**src/rtl/dual_clear_counter.sv**
```systemverilog
// rtl/dual_clear_counter.sv - modulo up/down counter with primary clear, secondary reload and run-control FSM
module dual_clear_counter #(
  parameter int WIDTH   = 8,
  parameter int MAX     = 9,
  parameter int LOAD    = 0,
  parameter int ONESHOT = 0
) (
  input  logic             clk,
  input  logic             rst_n,
  input  logic             clr,
  input  logic             clr2,
  input  logic             en,
  input  logic             up,
  output logic [WIDTH-1:0] cnt,
  output logic             wrap,
  output logic             busy,
  output logic             done
);

  localparam logic [WIDTH-1:0] MAX_V  = WIDTH'(MAX);
  localparam logic [WIDTH-1:0] LOAD_V = WIDTH'(LOAD);
  localparam logic [WIDTH-1:0] ONE_V  = WIDTH'(1);

  typedef enum logic [1:0] {
    IDLE  = 2'd0,
    RUN   = 2'd1,
    PAUSE = 2'd2,
    DONE  = 2'd3
  } state_t;

  state_t state_q;
  state_t state_d;

  logic step;
  logic at_term;

  // A count step happens only when no clear/reload is pending and the FSM is not parked in DONE
  assign step = en && (state_q != DONE) && !clr && !clr2;

  // Terminal in either direction; values above MAX (only reachable via LOAD) count as terminal
  assign at_term = up ? (cnt >= MAX_V) : ((cnt == '0) || (cnt > MAX_V));

  // FSM state register
  always_ff @(posedge clk or negedge rst_n) begin
    if (!rst_n) begin
      state_q <= IDLE;
    end else begin
      state_q <= state_d;
    end
  end

  // FSM next-state: clr forces IDLE, clr2 only releases DONE, a one-shot wrap parks in DONE
  always_comb begin
    state_d = state_q;
    if (clr) begin
      state_d = IDLE;
    end else if (clr2) begin
      if (state_q == DONE) begin
        state_d = IDLE;
      end
    end else begin
      case (state_q)
        IDLE:    if (en)  state_d = RUN;
        RUN:     if (!en) state_d = PAUSE;
        PAUSE:   if (en)  state_d = RUN;
        DONE:    state_d = DONE;
        default: state_d = IDLE;
      endcase
      if ((ONESHOT != 0) && step && at_term) begin
        state_d = DONE;
      end
    end
  end

  // FSM outputs decoded from the registered state
  always_comb begin
    busy = (state_q == RUN);
    done = (ONESHOT != 0) && (state_q == DONE);
  end

  // Count register and one-cycle wrap pulse
  always_ff @(posedge clk or negedge rst_n) begin
    if (!rst_n) begin
      cnt  <= '0;
      wrap <= 1'b0;
    end else if (clr) begin
      cnt  <= '0;
      wrap <= 1'b0;
    end else if (clr2) begin
      cnt  <= LOAD_V;
      wrap <= 1'b0;
    end else if (step) begin
      if (at_term) begin
        cnt  <= up ? '0 : MAX_V;
        wrap <= 1'b1;
      end else begin
        cnt  <= up ? (cnt + ONE_V) : (cnt - ONE_V);
        wrap <= 1'b0;
      end
    end else begin
      wrap <= 1'b0;
    end
  end

endmodule

```
**config.mk**
```make
export PLATFORM = sky130hd
export DESIGN_NAME = dual_clear_counter
export DESIGN_NICKNAME = d
export VERILOG_FILES = /design/src/rtl/dual_clear_counter.sv
export SDC_FILE = /design/constraint.sdc
export NUM_CORES = 1
export LEC_CHECK = 0
export ABC_AREA = 1
export CAP_MARGIN = 30
export CORE_UTILIZATION = 45
export CTS_CLUSTER_SIZE = 20
export DETAILED_ROUTE_END_ITERATION = 7
export DONT_BUFFER_PORTS = 1
export PLACE_DENSITY = 0.59
export SYNTH_ARGS = -nofsm -noshare
export SYNTH_HDL_FRONTEND = slang
export SYNTH_SLANG_ARGS = --single-unit
```
**constraint.sdc**
```tcl
create_clock -name clk -period 1.6 [get_ports clk]
set_clock_uncertainty 0.15 [all_clocks]
set_input_delay 0.16 -clock clk [delete_from_list [all_inputs] [get_ports clk]]
set_output_delay 0.16 -clock clk [all_outputs]
set_load 0.02 [all_outputs]
```
==> out/results.tsv <==
metric	value	unit
status	finished, violations left	
violated checks	hold timing, setup timing	
Port Buffers	0	
Worst slew margin	62.8	%
worst skew pair latency	270	ps
CP arrival	1660	ps
initial antenna violation count	0	
R2R Path Start	cnt[2]	
startpoint types	flop	
MaxCap Viol Count	0	
Cell variety after synth	24	
gr usage total	20.7	%
Final Hold Vio Count	8	
setup slack, reg-to-reg	-2	ps
max-slew violations	0	
Post-Syn Nets	151	
crit end category	flop	
CTS H-Tree Depth	1	
Chip Height	47.9	µm
worst setup path startpoint	cnt[2]	
area of the die	2300	µm²
Max Freq	624	MHz
Hold Path Depth	2	
Seq cells post-synth	11	
drt via density	4.78	
unrepaired setup endpoints after global routing	yes	
peak supply drop	392	µV
Hold Slack	-90.9	ps
overall routed net length	2210	µm
Ports	17	
CTS tree	built	
Buf+Inv Stages, Crit Path	1	
final setup fails	2	
CTS Hold Bufs	3	
ANT cells	0	
Worst-Margin Slew	556	ps
drt first pass iters	4	
Worst-path clk slew	80	ps
vias in the first global route	696	
Post-CTS Setup Repair Bufs	0	
Residual DRC	0	
initial core utilization	48.3	%
CP max stage delay	430	ps
core box area	1960	µm²
Num Clock Sinks	11	
R2R cell count	8	
dpl hpwl	1670	µm
Rows	16	
worst endpoint required time	1660	ps
Final nets	173	
Tot Pwr	784	µW
min-delay worst type	input port to flop	
reg2reg end	cnt[2]	
period utilization	100	%
utilization after layout	60.5	%
DRT iter0 DRCs	12	
Crit path max-delay family	simple AND/OR/NAND/NOR gates	
Die X	47.9	µm
syn avg cell area	6.87	µm²
min-delay src	up	
Congestion Overflow GR	0	
Worst path most repeated cell	nand2_1	
Worst Slack Setup Final	-2.22	ps
WL/cell	11.9	µm
cell area after synthesis	948	µm²
leakage	0.000653	µW
Clock Path Buffers	2	
pwr/cell area	661	nW/µm²
YS warnings	0	
Area Overhead vs Synth	25.1	%
GPL Wtd Cong	0.797	
critical-path cell list	buf_4, nor2_2, nand2_1, nand2_1, nand2_2, a21oi_4, nand2_4, o21ai_2	
CP max FO	4	
Synth Instances	138	
clock root buffer	clkbuf_4	
Hold EP	wrap	
crit path kind	flop to flop	
via count	890	
first-pass GRT wire length	3180	µm
Critical Path Slowest Stage Cell	dfrtp_1	
Final min period	1600	ps
share of layout cells above drive strength 1	25.8	%
Routed Antenna Nets	0	
Num CTS Buffers	3	
sequential area share after synthesis	29.0	%
maximum number of pins on one net before global-route repair	12	
==> cell usage after synthesis, drive strengths merged <==
master,count,area (µm²)
nand3b,2,15.0
fa,1,20.0
buf,1,7.51
nand4,2,12.5
nand3,8,45.0
dfrtp,11,275
o21ai,8,51.3
nor2,7,46.3
conb,1,3.75
xnor2,2,17.5
xor2,1,8.76
nand2,59,239
ha,6,75.1
o211ai,1,7.51
a21oi,6,41.3
inv,22,82.6
==> through the flow <==
step                      instances  hold slack, ps  instance area (µm²)  setup slack (ps)  TNS (ps)
after CTS                       186            -103                 1170              2.75         0
after floorplan                 138            -286                  963              7.52         0
after detailed placement        179            -285                 1110              27.4         0
final                           186           -90.9                 1190             -2.22     -3.33
after global placement          179            -285                 1110              34.4         0
after global routing            186           -81.3                 1190              -127      -610
==> registers in the layout (all words and copies together), names as in the netlist <==
register and count:
cnt 8, state_q 2, wrap 1
==> power breakdown <==
part | internal [µW] | switching (µW) | total, µW | leakage [µW]
registers | 293 | 13.1 | 306 | 0.000147
clock network | 96.5 | 101 | 198 | 0.0000150
logic | 113 | 166 | 280 | 0.000491
total | 503 | 281 | 784 | 0.000653
==> logic make-up after synthesis <==
logic type	synth area share, %
and+or+nand+nor	37.7
buffers and inverters	9.50
AOI/OAI and AO/OA	10.6
DFF	29.0
adders and majority gates	10.0
xor gates and xnor gates	2.77
other	0.395
==> cells in the final DEF, fill, tap and decap left out <==
| cell | count |
|---|---|
| nand3b_1 | 2 |
| inv_2 | 2 |
| a21oi_1 | 4 |
| dlygate4sd3_1 | 3 |
| xnor2_1 | 2 |
| conb_1 | 1 |
| buf_6 | 1 |
| clkbuf_4 | 3 |
| xor2_1 | 1 |
| nor2_2 | 2 |
| nor2_1 | 3 |
| nand3_1 | 7 |
| clkbuf_1 | 1 |
| nand2_1 | 52 |
| o211ai_1 | 1 |
| nand4_1 | 2 |
| o21ai_1 | 1 |
| buf_12 | 1 |
| nand2_4 | 1 |
| nand3_2 | 1 |
| ha_1 | 5 |
| nand2_2 | 6 |
| dfrtp_1 | 9 |
| inv_1 | 20 |
| dfrtp_2 | 2 |
| a21oi_4 | 1 |
| buf_4 | 13 |
| o21ai_0 | 4 |
| fa_2 | 1 |
| o21ai_2 | 3 |
| nor2_4 | 2 |
| ha_4 | 1 |
| a21oi_2 | 1 |
==> how the worst max path moves through the flow <==
| stage | endpoint | slack, ps | depth (start not counted) |
|---|---|---|---|
| floorplan | cnt[7] | 8 | 9 |
| global placement | cnt[4] | 30 | 7 |
| detailed placement | cnt[4] | 30 | 7 |
| CTS | cnt[6] | 3 | 9 |
| global route | cnt[6] | -130 | 9 |
| finish | cnt[2] | -2 | 8 |
==> worst register-to-register path: stages (launching register included) <==
cell and delay, ps:
dfrtp_1 430, buf_4 180, nor2_2 100, nand2_1 80, nand2_1 90, nand2_2 90
a21oi_4 200, nand2_4 100, o21ai_2 120
==> final cells by class <==
class	count	area [µm²]
clock buffers	4	26.3
repair buffers	18	159
flip-flops and latches	11	278
multi-input cells	104	607
inverters	22	82.6
well taps	27	33.8
fillers	211	776
==> routing by layer <==
| layer | vias up | global-route usage (%) | routed length (µm) |
|---|---|---|---|
| met3 | 2 | 3.40 | 84 |
| met4 | 0 | 8.33 | 13 |
| met1 | 398 | 29.6 | 1050 |
| met2 | 17 | 30.8 | 1060 |
| li1 | 473 | - | - |
| met5 | - | 0 | 0 |
==> repair_timing <==
action,4_1_cts,5_1_grt
endpoints found under the setup margin,0,7
endpoints found under the hold margin,20,7
resized for setup,0,6
No activity file was read; power rests on OpenSTA's default activity.
